--- src/rtl/fp_pow2_scale_seq_if.sv ---
// rtl/fp_pow2_scale_seq_if.sv - request/result bundle for the pow2 scaling sequencer
interface fp_pow2_scale_seq_if #(
  parameter int CNT_W = 8
);
  logic        clk_en;
  logic        start;
  logic [31:0] dataa;
  logic [31:0] datab;
  logic [31:0] result;
  logic        done;
  logic        busy;

  modport master (
    output clk_en, start, dataa, datab,
    input  result, done, busy
  );

  modport slave (
    input  clk_en, start, dataa, datab,
    output result, done, busy
  );
endinterface

--- src/rtl/fp_pow2_scale_seq.sv ---
// rtl/fp_pow2_scale_seq.sv - divides an IEEE-754 single by 2^n with one shared halving stage
module fp_pow2_scale_seq #(
  parameter int CNT_W = 8
) (
  input  logic                clk,
  input  logic                reset_n,
  fp_pow2_scale_seq_if.slave  bus
);

  typedef enum logic [1:0] {IDLE, RUN, DONE} state_t;

  state_t            state_q, state_d;
  logic [31:0]       val_q, val_d;
  logic [CNT_W-1:0]  cnt_q, cnt_d;
  logic [31:0]       result_q, result_d;
  logic              done_q, done_d;
  logic              terminal;

  // Exponent 1 halves into the denormal range, so it is flushed to signed zero instead.
  function automatic logic [31:0] half(input logic [31:0] v);
    if (v[30:23] == 8'd1)
      half = {v[31], 31'b0};
    else
      half = {v[31], v[30:23] - 8'd1, v[22:0]};
  endfunction

  assign terminal = (val_q[30:23] == 8'h00) || (val_q[30:23] == 8'hFF);

  always_comb begin
    state_d  = state_q;
    val_d    = val_q;
    cnt_d    = cnt_q;
    result_d = result_q;
    done_d   = done_q;
    case (state_q)
      IDLE: begin
        if (bus.start) begin
          val_d   = bus.dataa;
          cnt_d   = bus.datab[CNT_W-1:0];
          state_d = RUN;
        end
      end
      RUN: begin
        if (cnt_q == '0 || terminal) begin
          result_d = val_q;
          done_d   = 1'b1;
          state_d  = DONE;
        end else begin
          val_d = half(val_q);
          cnt_d = cnt_q - CNT_W'(1);
        end
      end
      DONE: begin
        done_d  = 1'b0;
        state_d = IDLE;
      end
      default: state_d = IDLE;
    endcase
  end

  always_ff @(posedge clk or negedge reset_n) begin
    if (!reset_n) begin
      state_q  <= IDLE;
      val_q    <= '0;
      cnt_q    <= '0;
      result_q <= '0;
      done_q   <= 1'b0;
    end else if (bus.clk_en) begin
      state_q  <= state_d;
      val_q    <= val_d;
      cnt_q    <= cnt_d;
      result_q <= result_d;
      done_q   <= done_d;
    end
  end

  assign bus.result = result_q;
  assign bus.done   = done_q;
  assign bus.busy   = (state_q != IDLE);

endmodule

--- src/flat_wrapper.sv ---
// flat-port wrapper written by rule: the top's interface ports become plain ports
module fp_pow2_scale_seq_flat 
#(
  parameter int CNT_W = 8
)
  (clk, reset_n, bus_clk_en, bus_start, bus_dataa, bus_datab, bus_result, bus_done, bus_busy);
  fp_pow2_scale_seq_if #(.CNT_W(CNT_W)) bus_i ();
  input  logic clk;
  input  logic reset_n;
  input wire logic [$bits(bus_i.clk_en)-1:0] bus_clk_en;
  input wire logic [$bits(bus_i.start)-1:0] bus_start;
  input wire logic [$bits(bus_i.dataa)-1:0] bus_dataa;
  input wire logic [$bits(bus_i.datab)-1:0] bus_datab;
  output wire logic [$bits(bus_i.result)-1:0] bus_result;
  output wire logic [$bits(bus_i.done)-1:0] bus_done;
  output wire logic [$bits(bus_i.busy)-1:0] bus_busy;
  assign bus_i.clk_en = bus_clk_en;
  assign bus_i.start = bus_start;
  assign bus_i.dataa = bus_dataa;
  assign bus_i.datab = bus_datab;
  assign bus_result = bus_i.result;
  assign bus_done = bus_i.done;
  assign bus_busy = bus_i.busy;
  fp_pow2_scale_seq #(.CNT_W(CNT_W)) u_core (.clk(clk), .reset_n(reset_n), .bus(bus_i));
endmodule
--- config.mk ---
export PLATFORM = sky130hd
export DESIGN_NAME = fp_pow2_scale_seq_flat
export DESIGN_NICKNAME = d
export VERILOG_FILES = /design/src/rtl/fp_pow2_scale_seq_if.sv /design/src/rtl/fp_pow2_scale_seq.sv /design/src/flat_wrapper.sv
export SDC_FILE = /design/constraint.sdc
export NUM_CORES = 1
export LEC_CHECK = 0
export BUFFER_PORTS_ARGS = -buffer_cell sky130_fd_sc_hd__buf_2
export CELL_PAD_IN_SITES_DETAIL_PLACEMENT = 1
export CELL_PAD_IN_SITES_GLOBAL_PLACEMENT = 1
export CORE_ASPECT_RATIO = 1.75
export CORE_UTILIZATION = 46
export CTS_BUF_LIST = sky130_fd_sc_hd__clkbuf_4
export DETAILED_ROUTE_END_ITERATION = 10
export PLACE_DENSITY = 0.94
export SYNTH_ARGS = -nofsm -noshare
export SYNTH_HDL_FRONTEND = slang
export SYNTH_SLANG_ARGS = --single-unit
--- constraint.sdc ---
create_clock -name clk -period 3.93 [get_ports clk]
set_input_delay 0.786 -clock clk [delete_from_list [all_inputs] [get_ports clk]]
set_output_delay 0.786 -clock clk [all_outputs]
set_load 0.01 [all_outputs]
After elaboration in Yosys (flattened, before gate mapping)
Cells that the tools add are included.
W data, S select, Z words.
- bits in registers: 75
- input port bits: 68
- output and inout bits: 34
- word-level logic and storage cells: 44
- $add $sub $neg: 2
- equal/unequal tests: 8
- mux-type cells: 12
- bitwise logic cells: 1
- reduce and logical (&&, ||, !) cells: 14
- operator list (kind ; count):
    $mux W32 ; 2
    $pmux W32 S2 ; 1
    $mux W31 ; 1
    $logic_not A8 Y1 ; 2
    $mux W8 ; 2
    $pmux W8 S2 ; 1
    $sub A8 B1 Y8 const B ; 2
    $reduce_and A3 Y1 ; 3
    $eq A8 B1 Y1 const B ; 1
    $eq A8 B8 Y1 const B ; 1
    $reduce_and A4 Y1 ; 2
    $reduce_bool A2 Y1 ; 3
    $reduce_and A5 Y1 ; 1
    $mux W2 ; 2
    $ne A2 B1 Y1 const B ; 2
    $ne A2 B2 Y1 const B ; 2
    $pmux W2 S2 ; 1
    $eq A2 B1 Y1 const B ; 1
    $eq A2 B2 Y1 const B ; 1
    $logic_not A2 Y1 ; 1
    $logic_or A1 B1 Y1 ; 2
    $pmux W1 S2 ; 1
    $mux W1 ; 1
    $not A1 Y1 ; 1

Logic depth before layout (Yosys ltp)
Gate-level depths: netlist (run 1).
- word-level depth: 5
- depth in mapped cells: 7
- gate-level depth less buffers: 6

Worst setup path before layout (run 1)
OpenSTA, ideal clock, no wires.
- kind: register to register
- start point: reg u_core.val_q[23]
- end point: reg u_core.result_q[0] (netlist: u_core.bus.result[0])
- library setup time: 125 ps
- arrival: 1948 ps
- required time: 3805 ps
- setup slack: 1857 ps
- stages on the path, launching flop included: 8
- buffers on the path: 1
- clock period less this slack: 2073 ps
- cell sequence: dfrtp_1 > inv_1 > ha_1 > or3b_2 > o22ai_4 > o21bai_4 > buf_6 > mux2_4
- word-level cells in the longest chain between the ends: 4
- elaborated cells on any way between the ends: 5
- classes of those cells: 1 x eq/ne; 4 x reduce/logical
- RTL lines (element ; RTL line ; source):
    start: declaration ; fp_pow2_scale_seq.sv:13 ; logic [31:0] val_q, val_d;
    start signal: assignment ; fp_pow2_scale_seq.sv:70 ; val_q <= val_d;
    $eq A8 B8 Y1 or $logic_not A8 Y1 (tied branches) ; fp_pow2_scale_seq.sv:27 ; assign terminal = (val_q[30:23] == 8'h00) || (val_q[30:23] == 8'hFF);
    $logic_or A1 B1 Y1 * ; fp_pow2_scale_seq.sv:27 ;
    $logic_or A1 B1 Y1 * ; fp_pow2_scale_seq.sv:44 ; if (cnt_q == '0 || terminal) begin
    $reduce_and A3 Y1 (no line) * ; -- ;
    end signal: assignment ; fp_pow2_scale_seq.sv:72 ; result_q <= result_d;
    end: declaration ; fp_pow2_scale_seq.sv:15 ; logic [31:0] result_q, result_d;
Every way passes the cells marked *; elsewhere a longest branch is shown, timed or not.
A chain may end at the register's enable or synchronous reset.

Worst setup path in the final report (run 1)
- start point: reg u_core.val_q[23]
- end point: reg u_core.result_q[15] (netlist: u_core.bus.result[15])
The elaborated chain is that of the path after synthesis.

==> impl_metrics.toml, run 1 <==
[place]
dpl_cell_area_um2 = 4190
dp.cells = 473
gp_congestion = 0.819
hpwl_um = 6500
port_buffers = 77

[critical_path]
r2r_start = "u_core.val_q[23]$_DFFE_PN0P_"
start_kind = "flip-flop"
critPathMaxFanout = 28
arrival_ns = 3.21
crit_type = "reg -> reg"
setup.worst_path.start = "u_core.val_q[23]$_DFFE_PN0P_"
required_ns = 4.25
end_kind = "flip-flop"
r2r_end = "u_core.bus.result[15]$_DFFE_PN0P_"
worstSetupEndpoint = "u_core.bus.result[15]$_DFFE_PN0P_"
rrSetupSlack_ns = 1.04
worstRegToRegCells = 7

[yosys]
ys.flop_type = "dfrtp_1"
yosys.area.top_type = "dfrtp_1"
syn_inst = 325
synth-edff-count = 0
syn_nets = 399
ys_top_cells_by_area = "dfrtp_1 (50%), mux2_4 (14%), a22oi_1 (4.6%)"
synth-async-reset-ratio_pct = 100
netlist_area_um2 = 3770
ys_seq_area_share_pct = 49.8
synth_top_area_share_pct = 49.8
synth-seq-cells = 75
ys_types = 43
synth_area_per_cell_um2 = 11.6
ys.warnings.count = 0

[sta]
hold_viol = 0
tightest_slew_ns = 1.13
rsz0062_at_grt = "false"
skew_ns = 0.0226
fmax_mhz = 347
setup_tns_ns = 0
relSlewSlack_pct = 24.3
slew_viol_final = 0
period_minus_slack_ns = 2.89
setup_viol = 0
period_share_pct = 73.4

[drt]
wire_per_inst_um = 19.2
drtAntennaViolNets = 0
drc = 0
met3_length_um = 273
dr.pass1.iters = 4
totalWireLength_um = 9410
vias = 2891
top_layer_used = "met4"
wl_met2_um = 5270
wl_met1_um = 3570
drt-initial-drc-count = 152
viasPerCell = 5.89

[layout]
fill_cells = 900
final_area_um2 = 4360
stdcell_count = 491
layout_commonest_cell = "buf_2"
drive_above_1_share_pct = 38.5
layout_common_cells = "buf_2 (76), dfrtp_1 (75), mux2_4 (35)"
nets = 469
synthToLayoutAreaGrowth_pct = 15.7

[pwr]
p_int_mw = 2.07
peakVddDrop_v = 0.000329
swShare_pct = 37.1
powerDensity_nw_per_um2 = 754
p_seq_share_pct = 42.8
clockPowerShare_pct = 16.6
power.leakage_nw = 2.19
p_sw_mw = 1.22
power_frac_comb_pct = 40.7

[global_route]
grt_antenna_before_repair = 1
grt_max_degree = 76
track_usage_pct = 22.7
grt_pass1_wl_um = 14900
overflow = 0
grt_pass1_vias = 3003

[clock_tree]
cts.path.max_buffers = 2
cts-root-buf = "clkbuf_4"
cts_buffers = 9
clkLatencyLatePin_ns = 0.43
cts.sinks = 75
post_cts_resized = 0
post_cts_buffers = 0
cts_tree = "built"
htree_levels = 3
clk_pin_slew_ns = 0.13
cts_hold_buf = 0

[flow_run]
drv_cap = 0

[min_path]
hp-class = "in -> async"

[die]
die_w_um = 70.4
io_pins = 102
die_area_um2 = 8580
start_util_pct = 47.7
core_area_um2 = 7910
die_h_um = 122
rows = 43

[outcome]
status = "finished, final reports clean"
-- Yosys cell counts (4+ instances only) --
library cell / instances
dfrtp_1: 75
mux2_4: 35
o21ai_0: 34
nand2_1: 31
a22oi_1: 23
clkbuf_1: 17
nor2_1: 13
mux2_2: 10
nor3_1: 9
a21oi_1: 6
ha_1: 6
inv_1: 6
nand2b_1: 5
a211oi_1: 4
buf_6: 4
mux2i_1: 4
-- worst min path at each step --
stage | startpoint | end | slack, ns | cells past startpoint
global placement | u_core.val_q[31]$_DFFE_PN0P_ | u_core.bus.result[31]$_DFFE_PN0P_ | 0.48 | 1
floorplan | u_core.val_q[31]$_DFFE_PN0P_ | u_core.bus.result[31]$_DFFE_PN0P_ | 0.47 | 1
detailed placement | u_core.bus.result[31]$_DFFE_PN0P_ | u_core.bus.result[31]$_DFFE_PN0P_ | 0.49 | 1
finish | reset_n | u_core.bus.result[1]$_DFFE_PN0P_ | 0.47 | 1
global route | u_core.bus.result[22]$_DFFE_PN0P_ | u_core.bus.result[22]$_DFFE_PN0P_ | 0.54 | 1
CTS | reset_n | u_core.val_q[28]$_DFFE_PN0P_ | 0.52 | 1
-- metrics by stage --
step	total power [mW]	hold slack, ns	worst slack [ns]	utilization [%]
finish	3.29	0.470	1.04	55.2
global route	3.49	0.536	0.937	55.2
CTS	3.32	0.515	1.03	55.0
detailed placement	2.76	0.488	1.05	53.0
global placement	2.64	0.482	1.13	53.0
floorplan	2.31	0.475	1.86	-
-- cells by family after synthesis --
kind of cell / synth area share (%)
adders and majority gates: 1.99
DFF: 49.8
xor gates and xnor gates: 0.697
muxes: 18.0
buffers and inverters: 3.75
AOI/OAI and AO/OA: 14.7
and+or+nand+nor: 11.1
-- final cells by class --
class	instances	area, um^2	area share (%)
Antenna cell	1	2.50	0.0574
Inverter	6	22.5	0.516
Tap cell	90	113	2.58
Clock buffer	11	82.6	1.89
Timing Repair Buffer	82	429	9.84
Clock inverter	5	77.6	1.78
Sequential cell	75	1880	43.0
Multi-Input combinational cell	221	1760	40.3
-- power groups by stage --
stage | Combinational [mW] | Sequential (mW) | Clock, mW
2_1_floorplan | 0.949 | 1.36 | 0
3_3_place_gp | 1.26 | 1.38 | 0
3_5_place_dp | 1.34 | 1.42 | 0
4_1_cts | 1.35 | 1.41 | 0.557
5_1_grt | 1.47 | 1.44 | 0.582
6_report | 1.34 | 1.41 | 0.545
-- worst max-delay path: stages, from the launching register on --
cell	delay [ns]
dfrtp_1	0.53
inv_1	0.13
ha_1	0.21
or3b_2	0.21
o22ai_4	0.12
o21bai_4	0.91
buf_4	0.33
mux2_4	0.31
-- per-layer routing --
metal,vias up,track usage [%]
met2,74,41.4
met3,24,3.56
met5,-,0
met4,0,12.1
li1,1317,-
met1,1476,24.9
-- registers in the layout, indices dropped and copies added (netlist names) --
signal	count
u_core.bus.result	32
u_core.val_q	32
u_core.cnt_q	8
u_core.state_q	2
u_core.bus.done	1
No activity file was read; power rests on OpenSTA's default activity.
==> run 2, diff against run 1 <==
--- a/config.mk
+++ b/config.mk
@@ -9,10 +9,10 @@
 export CELL_PAD_IN_SITES_DETAIL_PLACEMENT = 1
 export CELL_PAD_IN_SITES_GLOBAL_PLACEMENT = 1
 export CORE_ASPECT_RATIO = 1.75
-export CORE_UTILIZATION = 46
+export CORE_UTILIZATION = 38
 export CTS_BUF_LIST = sky130_fd_sc_hd__clkbuf_4
 export DETAILED_ROUTE_END_ITERATION = 10
-export PLACE_DENSITY = 0.94
+export PLACE_DENSITY = 0.84
 export SYNTH_ARGS = -nofsm -noshare
 export SYNTH_HDL_FRONTEND = slang
 export SYNTH_SLANG_ARGS = --single-unit
==> constraint.sdc (replaced) <==
create_clock -name clk -period 2.4 [get_ports clk]
set_input_delay 0.48 -clock clk [delete_from_list [all_inputs] [get_ports clk]]
set_output_delay 0.48 -clock clk [all_outputs]
set_load 0.01 [all_outputs]
==> run 2 against run 1 <==
Effect of this change: die area increased by 21%; via count down 1.1%; final cell count rose by 9.6%; critical endpoint is now u_core.bus.result[30]$_DFFE_PN0P_.
==> impl_metrics.toml, run 2 (same netlist as run 1, synthesis figures left out) <==
[outcome]
status = "finished, final reports clean"

[die]
die_area_um2 = 10300
rows = 47
die_h_um = 134
io_pins = 102
die_w_um = 77.3
start_util_pct = 39.6
core_area_um2 = 9530

[critical_path]
required_ns = 2.71
critPathMaxFanout = 34
worstRegToRegCells = 8
start_kind = "flip-flop"
end_kind = "flip-flop"
arrival_ns = 2.61
crit_type = "reg -> reg"

[pwr]
peakVddDrop_v = 0.000343
finalPower_mw = 5.34
power.leakage_nw = 2.25
powerDensity_nw_per_um2 = 1180

[layout]
layout_commonest_cell = "buf_2"
multi_input_area_um2 = 1760
layout_common_cells = "buf_2 (76), dfrtp_1 (74), mux2_4 (35)"
stdcell_count = 538
fill_cells = 1067
seq_area_um2 = 1880
nets = 484
synthToLayoutAreaGrowth_pct = 19.7
drive_above_1_share_pct = 40.2
final_area_um2 = 4510

[drt]
drtAntennaViolNets = 0
totalWireLength_um = 9050
dr.pass1.iters = 4
wire_per_inst_um = 16.8
drt-initial-drc-count = 103
drc = 0
viasPerCell = 5.32
vias = 2860

[sta]
period_share_pct = 96.1
period_minus_slack_ns = 2.31
slew_viol_final = 0
fmax_mhz = 433
skew_ns = 0.0158
setup_viol = 0
tightest_slew_ns = 1.04
relSlewSlack_pct = 30.8
hold_viol = 0
rsz0062_at_grt = "false"

[place]
dp.cells = 518
dpl_cell_area_um2 = 4350
hpwl_um = 6550
port_buffers = 77
gp_congestion = 0.838

[global_route]
grt_max_degree = 41
grt_pass1_wl_um = 15300
track_usage_pct = 18.7
grt_antenna_before_repair = 1
overflow = 0
grt_pass1_vias = 3116

[clock_tree]
cts_tree = "built"
clkLatencyLatePin_ns = 0.42
cts.path.max_buffers = 2
clk_pin_slew_ns = 0.12
cts.sinks = 75
htree_levels = 3
cts-root-buf = "clkbuf_4"
cts_buffers = 9

[min_path]
hold_depth = 3
hp-class = "in -> reg"

[flow_run]
drv_cap = 0
[run 2: through the flow]
| step | TNS, ns | util, % | setup WS, ns | hold WS [ns] |
|---|---|---|---|---|
| final | 0 | 47.4 | 0.0924 | 0.287 |
| after global routing | 0 | 47.4 | 0.00162 | 0.262 |
| after CTS | 0 | 47.3 | 0.0500 | 0.255 |
| after detailed placement | -0.545 | 45.7 | -0.0959 | 0.481 |
| after global placement | 0 | 45.7 | 0.00149 | 0.476 |
| after floorplan | 0 | - | 0.327 | 0.184 |
[run 2: final cells by class]
type	count	share of cell area [%]
clock inverters	6	1.22
diodes	1	0.0554
inverters	6	0.499
well taps	122	3.38
flip-flops and latches	75	41.6
repair buffers	97	12.6
multi-input cells	221	39.0
clock buffers	10	1.66
[run 2: timing repair]
action | in CTS | in global routing
hold buffers | 1 | 0
cloned | 0 | 0
pin swaps | 1 | 0
endpoints found under the hold margin | 14 | 0
setup endpoints to repair | 12 | 31
resized for setup | 0 | 2
setup buffers | 2 | 0
[run 2: critical path, stage by stage, from the launching register on]
cell      delay [ns]
dfrtp_2         0.45
inv_1           0.12
ha_1            0.17
or3b_2          0.49
o22ai_4         0.18
buf_6           0.16
o21bai_4        0.08
buf_12          0.19
mux2_4          0.32
[run 2: final timing paths]
path                                                         from                           endpoint  slack (ns)
worst max-delay path                 u_core.val_q[23]$_DFFE_PN0P_  u_core.bus.result[30]$_DFFE_PN0P_        0.09
worst min-delay path                                bus_dataa[19]       u_core.val_q[19]$_DFFE_PN0P_        0.29
worst max register to register       u_core.val_q[23]$_DFFE_PN0P_  u_core.bus.result[30]$_DFFE_PN0P_        0.09
worst min register to register  u_core.bus.result[18]$_DFFE_PN0P_  u_core.bus.result[18]$_DFFE_PN0P_        0.52
max in group asynchronous                                 reset_n       u_core.val_q[23]$_DFFE_PN0P_        1.24
min in group asynchronous                                 reset_n  u_core.bus.result[12]$_DFFE_PN0P_        0.56
[run 2: metal layers]
layer | GRT usage (%) | share of wire (%)
met4 | 7.02 | 1.5
met5 | 0 | 0
met2 | 34.0 | 55
met1 | 21.2 | 40
met3 | 3.84 | 3.2
[run 2: where the power goes]
part / switching, mW / internal, mW
clock network: 0.438 / 0.322
logic: 1.09 / 1.27
registers: 0.446 / 1.77
total: 1.97 / 3.37
==> run 3, diff against run 2 <==
--- a/config.mk
+++ b/config.mk
@@ -9,10 +9,11 @@
 export CELL_PAD_IN_SITES_DETAIL_PLACEMENT = 1
 export CELL_PAD_IN_SITES_GLOBAL_PLACEMENT = 1
 export CORE_ASPECT_RATIO = 1.75
-export CORE_UTILIZATION = 38
+export CORE_UTILIZATION = 33
 export CTS_BUF_LIST = sky130_fd_sc_hd__clkbuf_4
 export DETAILED_ROUTE_END_ITERATION = 10
-export PLACE_DENSITY = 0.84
+export MAX_ROUTING_LAYER = met4
+export PLACE_DENSITY = 0.75
 export SYNTH_ARGS = -nofsm -noshare
 export SYNTH_HDL_FRONTEND = slang
 export SYNTH_SLANG_ARGS = --single-unit
==> run 3 against run 2 <==
Effect of this change: clock-buffer cell count unchanged; first-iteration DRC count decreased by 23%; worst setup slack gained 0.059 ns; critical path depth unchanged; sequential power about the same; die area rose by 15%; cell area decreased by 0.14%; final cell count rose by 1.5%; sequential share of layout area barely moved.
==> impl_metrics.toml, run 3 (same netlist as run 1, synthesis figures left out) <==
[outcome]
status = "finished, final reports clean"

[clock_tree]
post_cts_resized = 0
htree_levels = 3
cts_hold_buf = 0
clk_pin_slew_ns = 0.12
cts_tree = "built"
cts-root-buf = "clkbuf_4"
cts.path.max_buffers = 2
clkLatencyLatePin_ns = 0.44
cts_buffers = 9
cts.sinks = 75

[sta]
tightest_slew_ns = 1.03
period_minus_slack_ns = 2.25
slew_viol_final = 0
whs_ns = 0.0164
setup_tns_ns = 0
fmax_mhz = 445
relSlewSlack_pct = 31.5
hold_viol = 0
period_share_pct = 93.7
skew_ns = 0.0112
setup_ws_ns = 0.151
rsz0062_at_grt = "false"
setup_viol = 0

[global_route]
grt_antenna_before_repair = 1
grt_pass1_vias = 2985
grt_max_degree = 43
grt_pass1_wl_um = 14500
overflow = 0
track_usage_pct = 16.8

[pwr]
peakVddDrop_v = 0.000450
powerDensity_nw_per_um2 = 1180
finalPower_mw = 5.31
power.leakage_nw = 2.25

[die]
start_util_pct = 34.0
io_pins = 102
core_area_um2 = 11100
die_area_um2 = 11900
die_w_um = 82.8
rows = 51
die_h_um = 143

[place]
hpwl_um = 6620
dp_slack_ns = 0.00824
gp_congestion = 0.799
port_buffers = 77
dp.cells = 527

[drt]
vias = 2881
drc = 0
wire_per_inst_um = 16.9
drt-initial-drc-count = 79
dr.pass1.iters = 4
drtAntennaViolNets = 0
totalWireLength_um = 9240
viasPerCell = 5.28

[critical_path]
rrSetupSlack_ns = 0.15
arrival_ns = 2.57
crit_type = "reg -> reg"
r2r_end = "u_core.bus.result[10]$_DFFE_PN0P_"
r2r_start = "u_core.val_q[24]$_DFFE_PN0P_"
required_ns = 2.73
start_kind = "flip-flop"
critPathMaxFanout = 34
worstRegToRegCells = 8
end_kind = "flip-flop"
setup.worst_path.start = "u_core.val_q[24]$_DFFE_PN0P_"

[layout]
layout_commonest_cell = "buf_2"
layout_common_cells = "buf_2 (76), dfrtp_1 (75), mux2_4 (35)"
stdcell_count = 546
drive_above_1_share_pct = 40.4
fill_cells = 1257
nets = 484
synthToLayoutAreaGrowth_pct = 19.6

[min_path]
hp-class = "in -> async"

[flow_run]
drv_cap = 0
run 3: changes by cell type in the layout (fill, tap and decap cells not counted), sizes merged:
cell         previous run  this run
inv                     7         6
clkinv                  4         3
buf                    96        97
dlygate4sd3             1         0
run 3: where the power goes:
part,switching (mW),internal [mW]
Combinational,1.09,1.27
Sequential,0.435,1.77
Clock,0.436,0.312
run 3: critical path, stage by stage (launching register included):
cell      delay [ns]
dfrtp_1         0.42
inv_1           0.13
ha_1            0.15
or3b_2          0.48
o22ai_4         0.16
buf_4           0.19
o21bai_4        0.08
buf_12          0.20
mux2_4          0.32
run 3: worst max path at each step:
stage	cells past startpoint	to	slack (ns)
finish	8	u_core.bus.result[10]$_DFFE_PN0P_	0.15
global route	8	u_core.bus.result[24]$_DFFE_PN0P_	0.07
CTS	6	u_core.cnt_q[7]$_DFFE_PN0P_	0.05
detailed placement	6	u_core.cnt_q[5]$_DFFE_PN0P_	0.008
global placement	6	u_core.cnt_q[3]$_DFFE_PN0P_	0.03
floorplan	7	u_core.bus.result[0]$_DFFE_PN0P_	0.33
run 3: routing by layer:
metal | vias to the layer above | GRT usage, % | wire length [um]
met2 | 60 | 29.4 | 4960
met4 | 0 | 7.08 | 173
met5 | - | - | 0
met1 | 1465 | 17.8 | 3820
li1 | 1348 | - | -
met3 | 8 | 3.62 | 281
run 3: cell type report:
cell class              count  area, um^2  area share [%]
diodes                      1        2.50          0.0555
inverters                   6        22.5           0.500
clock buffers              10        75.1            1.67
well taps                 132         165            3.66
flip-flops and latches     75        1880            41.6
repair buffers             97         563            12.5
clock inverters             4        43.8           0.971
multi-input cells         221        1760            39.0
run 3: what timing repair did:
action / 4_1_cts / 5_1_grt
buffers inserted: 0 / 4
setup endpoints to repair: 5 / 5
pin swaps: 1 / 1
run 3: per-stage QoR:
| stage | utilization, % | area (um^2) |
|---|---|---|
| after global routing | 40.6 | 4510 |
| after CTS | 40.3 | 4480 |
| after global placement | 39.2 | 4360 |
| after detailed placement | 39.2 | 4360 |
| after floorplan | - | 3770 |
| final | 40.6 | 4510 |
